<file path="src/rtl/traffic_mode_arbiter.sv">
// traffic_mode_arbiter: day/night/pedestrian/emergency mode controller with round-robin crosswalk service.
// Define TRAFFIC_EMG_COUNT_EN to add the saturating emergency-entry counter on emg_events.
module traffic_mode_arbiter #(
    parameter int PED_CH    = 4,
    parameter int PED_DWELL = 16,
    parameter int EMG_HOLD  = 8,
    parameter int CNT_W     = 8
) (
    input  logic              clk,
    input  logic              rst_n,
    input  logic              night_sig,
    input  logic [PED_CH-1:0] ped_req,
    input  logic              emg_sig,
    output logic [1:0]        mode,
    output logic              mode_change,
    output logic [PED_CH-1:0] ped_grant,
    output logic [PED_CH-1:0] ped_pending
`ifdef TRAFFIC_EMG_COUNT_EN
    ,
    output logic [15:0]       emg_events
`endif
);
    localparam int PW = PED_CH > 1 ? $clog2(PED_CH) : 1;
    typedef enum logic [2:0] {S_NIGHT, S_DAY, S_PED, S_EMG, S_HOLD} state_t;
    state_t st, st_n, idle_st;
    logic [CNT_W-1:0] tmr, tmr_n;
    logic [PW-1:0] ptr, ptr_n, hi_idx, lo_idx, nxt_idx;
    logic hit_hi, serve;
    logic [PED_CH-1:0] req_all, grant_oh, grant_n, pend_n;
    logic [1:0] mode_n;
    assign req_all = ped_pending | ped_req;
    assign idle_st = night_sig ? S_NIGHT : S_DAY;
    // Round robin: lowest requester above the pointer, else lowest overall.
    always_comb begin
        hi_idx = '0;
        lo_idx = '0;
        hit_hi = 1'b0;
        for (int i = PED_CH - 1; i >= 0; i--)
            if (req_all[i]) begin
                lo_idx = PW'(i);
                if (i > int'(ptr)) begin
                    hi_idx = PW'(i);
                    hit_hi = 1'b1;
                end
            end
        nxt_idx  = hit_hi ? hi_idx : lo_idx;
        grant_oh = PED_CH'(1) << nxt_idx;
    end
    always_comb begin
        st_n    = st;
        tmr_n   = tmr;
        ptr_n   = ptr;
        grant_n = ped_grant;
        pend_n  = req_all;
        serve   = 1'b0;
        case (st)
            S_NIGHT, S_DAY:
                if (emg_sig) st_n = S_EMG;
                else if (|req_all) serve = 1'b1;
                else st_n = idle_st;
            S_PED:
                if (emg_sig) begin
                    st_n    = S_EMG;
                    grant_n = '0;
                    pend_n  = req_all | ped_grant;
                    tmr_n   = '0;
                end else if (tmr <= CNT_W'(1)) begin
                    if (|req_all) serve = 1'b1;
                    else begin
                        st_n    = idle_st;
                        grant_n = '0;
                    end
                end else tmr_n = tmr - CNT_W'(1);
            S_EMG:
                if (!emg_sig) begin
                    if (EMG_HOLD > 0) begin
                        st_n  = S_HOLD;
                        tmr_n = CNT_W'(EMG_HOLD);
                    end else if (|req_all) serve = 1'b1;
                    else st_n = idle_st;
                end
            S_HOLD:
                if (emg_sig) st_n = S_EMG;
                else if (tmr <= CNT_W'(1)) begin
                    if (|req_all) serve = 1'b1;
                    else st_n = idle_st;
                end else tmr_n = tmr - CNT_W'(1);
            default: st_n = S_DAY;
        endcase
        // A grant clears its own pending bit even if the request is still high.
        if (serve) begin
            st_n    = S_PED;
            grant_n = grant_oh;
            ptr_n   = nxt_idx;
            tmr_n   = CNT_W'(PED_DWELL);
            pend_n  = req_all & ~grant_oh;
        end
        mode_n = st_n == S_NIGHT ? 2'b00 : st_n == S_DAY ? 2'b01 : st_n == S_PED ? 2'b10 : 2'b11;
    end
    always_ff @(posedge clk or negedge rst_n)
        if (!rst_n) begin
            st          <= S_DAY;
            tmr         <= '0;
            ptr         <= PW'(PED_CH - 1);
            ped_grant   <= '0;
            ped_pending <= '0;
            mode        <= 2'b01;
            mode_change <= 1'b0;
        end else begin
            st          <= st_n;
            tmr         <= tmr_n;
            ptr         <= ptr_n;
            ped_grant   <= grant_n;
            ped_pending <= pend_n;
            mode        <= mode_n;
            mode_change <= mode_n != mode;
        end
`ifdef TRAFFIC_EMG_COUNT_EN
    always_ff @(posedge clk or negedge rst_n)
        if (!rst_n) emg_events <= '0;
        else if (st_n == S_EMG && st != S_EMG && st != S_HOLD && emg_events != 16'hFFFF)
            emg_events <= emg_events + 16'd1;
`endif
endmodule
</file>
<file path="config.mk">
export PLATFORM = sky130hd
export DESIGN_NAME = traffic_mode_arbiter
export DESIGN_NICKNAME = d
export VERILOG_FILES = /design/src/rtl/traffic_mode_arbiter.sv
export SDC_FILE = /design/constraint.sdc
export NUM_CORES = 1
export LEC_CHECK = 0
export CORE_UTILIZATION = 30
export CTS_BUF_LIST = sky130_fd_sc_hd__clkbuf_8
export DETAILED_ROUTE_END_ITERATION = 16
export SYNTH_ARGS = -nofsm -noshare
export SYNTH_HDL_FRONTEND = slang
export SYNTH_SLANG_ARGS = --single-unit
</file>
<file path="constraint.sdc">
create_clock -name clk -period 3.35 [get_ports clk]
set_input_delay 0.67 -clock clk [delete_from_list [all_inputs] [get_ports clk]]
set_output_delay 0.67 -clock clk [all_outputs]
set_load 0.02 [all_outputs]
</file>
==> results.md <==
* Status: finished clean
* Global route overflow at 0
* Synth Register Bits at 24
* Leak at 0.699 nW
* Pwr per Cell Area at 850 nW/um^2
* N_diodes at 0
* Layout area overhead at 20.7%
* Worst skew pair latency at 0.27 ns
* Vias after detailed routing at approximately 1,400
* Router iterations before antenna repair at 4
* CP Launch Type: primary input
* Yosys warns at 0
* Clk Tree Root Cell: clkbuf_8
* Final setup margin at 0.799 ns
* Maxcap violations at 0
* Worst path bufs/invs at 1
* DRT Wirelength at 3770 um
* Slew Limit Fails at 0
* RSZ-0062 raised after global routing: false
* Synth Net Count at 180
* Synth async-reset ratio at 100%
* Port Buf Inserts at 18
* CTS buffer count at 3
* Setup CP Type: primary input to register
* Post-DP HPWL at between 2000 and 3000 um
* Clock transition at the registers of the reported paths at 0.10 ns
* DR vias/cell at 5.47
* Final Hold Fails at 0
* Main synth FF type: dfrtp_1
* Setup Skew at 0.00586 ns
* EDFF count, synth at 0
* Final setup viols at 0
* Worst EP arrival at ~2.7 ns
* Drt first-iter violations at about 170
* Post-Place Setup Slack at around 0.50 ns
* Worst slew margin at 48.2%
* CP cell instances: clkdlybuf4s50_1 -> nor4_2 -> a311oi_2 -> nor2_1 -> a2111o_1 -> o211ai_1
* Peak VDD IR at 0.000350 V
* Die Ht at between 70 and 80 um
* Top-count cell post-synth: nor2_1
* Hold WC Path Type: register to register
* Largest net degree at the start of global routing at 25
* Mapped Area at 1570 um^2
* Resized Gates After CTS at 0
* CP max stage cell: nor4_2
* Max frequency at 0.392 GHz
* Avg Cell Area, Syn at roughly 9 um^2
* Final period utilization at roughly 76%
* DRC Markers at 0
* Register area share after synthesis at approximately two fifths
* Core footprint at about 4900 um^2
* Die Wd at 74.3 um
* # Post-CTS Setup Buffers at 0
* ANT nets after route at 0
* WL per Instance at 14.7 um
* Max Fanout on Critical Path at 6
* Critical path endpoint category: register
* Final setup TNS at 0 ns
* Share of the synthesized area in the top cell type at around a third
* Rows at 25
* Largest area contributor in the netlist: dfrtp_1
* Overall Power at 0.00161 W
* Fin crit period at 2.55 ns
* Synth Instances at 170
* CP top delay family: simple AND/OR/NAND/NOR gates
* I/O Pins at 19
* Die ar. at between 5000 and 6000 um^2
* Htree depth at 1
* RD Place Congestion at 0.864
* Post-CTS Hold Fix Bufs at 0
* Initial antenna violation count at 0
* Num Clock Sinks at 24
* Synth cell count leaders: nor2_1, dfrtp_1, nand2_1, o21ai_0, inv_1
* Worst Path Required at 3.50 ns
* Starting Density at 32.1%
* Longest Clk Path Bufs at 2
* CTS tree: built
* First-pass GRT wire length at roughly 6400 um
* Distinct cell type count after synthesis at 64
* Final net count at 200
* GRT Total Usage at 15.1%
* Number of global-route vias before repair at 1,267
* Biggest cell delay along the critical path at 0.60 ns
* Slew @ Worst Pin at 0.772 ns
* Synth area leaders: dfrtp_1, dfstp_2, nor2_1
* Layout cell share with drive strength beyond 1 at around 15%
## state kept, by name (all words and copies together) (netlist names)
| register | cells |
|---|---|
| st | 3 |
| tmr | 8 |
| mode | 2 |
| ped_grant | 4 |
| ped_pending | 4 |
| mode_change | 1 |
| ptr | 2 |
## metrics by stage
step                      instance area [um^2]  hold slack, ns  util [%]  cells
after floorplan                           1570           0.374         -    170
after global placement                    1820           0.509      37.3    252
after detailed placement                  1820           0.505      37.3    252
after CTS                                 1890           0.528      38.7    256
after global routing                      1890           0.559      38.7    256
final                                     1890           0.520      38.7    256
## cells by family after synthesis
logic type,share of synthesized area (%)
flip-flops,38.7
buffers and inverters,3.83
adder cells (fa/ha/maj),1.60
AO/OA/AOI/OAI,29.4
AND/OR/NAND/NOR,23.1
XOR/XNOR,2.80
multiplexers,0.639
## where the power goes
part	leakage, nW	internal, W	total, W	switching (W)
combinational	0.381	0.000342	0.000790	0.000449
clock	0.0357	0.000160	0.000263	0.000103
sequential	0.282	0.000411	0.000553	0.000141
## layout by cell type (no fill, tap or decap), types with 3 or more instances in the layout
cell | netlist | routed
clkbuf_8 | 0 | 3
a211oi_1 | 4 | 4
dfrtp_1 | 20 | 20
clkdlybuf4s50_1 | 0 | 18
buf_4 | 1 | 3
a22oi_1 | 3 | 3
dfstp_2 | 4 | 4
xor2_1 | 3 | 3
nand2_1 | 10 | 10
nor3_2 | 4 | 4
o211ai_1 | 3 | 3
o31ai_1 | 4 | 4
a21oi_1 | 6 | 6
or2_2 | 3 | 3
nor3_1 | 5 | 5
inv_1 | 7 | 7
o21ai_0 | 10 | 10
nor2_1 | 21 | 21
## worst paths after layout
check	startpoint	endpoint	slack [ns]	depth (start not counted)
hold reg to reg	ped_grant[3]	ped_grant[3]	0.52	1
setup reg to reg	tmr[5]	ped_grant[1]	1.13	5
min in group asynchronous	rst_n	ped_grant[1]	0.76	2
max in group asynchronous	rst_n	st[0]	2.31	2
hold / removal	ped_grant[3]	ped_grant[3]	0.52	1
setup / recovery	ped_req[0]	tmr[1]	0.80	6
## cell type report
class                      count  area [um^2]
clock buffer                   3         41.3
clock inverter                 1         30.0
tap                           67         83.8
fill                         529         2990
multi-input combinational    133          901
sequential                    24          606
inverter                       7         26.3
timing repair buffer          21          203
## layer usage
layer  global-route usage [%]  share of wire (%)  up-vias
met4                     4.82               0.56        0
met2                     21.5                 43       37
li1                         -                  -      688
met1                     23.2                 52      674
met3                     2.44                4.2        2
met5                        0                  0        -
## worst reg2reg max path: stages, from the launching register on
cell and delay [ns]:
dfrtp_1 0.42, nor3_1 0.49, nand4_1 0.27, a2111oi_0 0.49, a31oi_1 0.19, a32o_1 0.26
(Power assumes the default switching activity.)
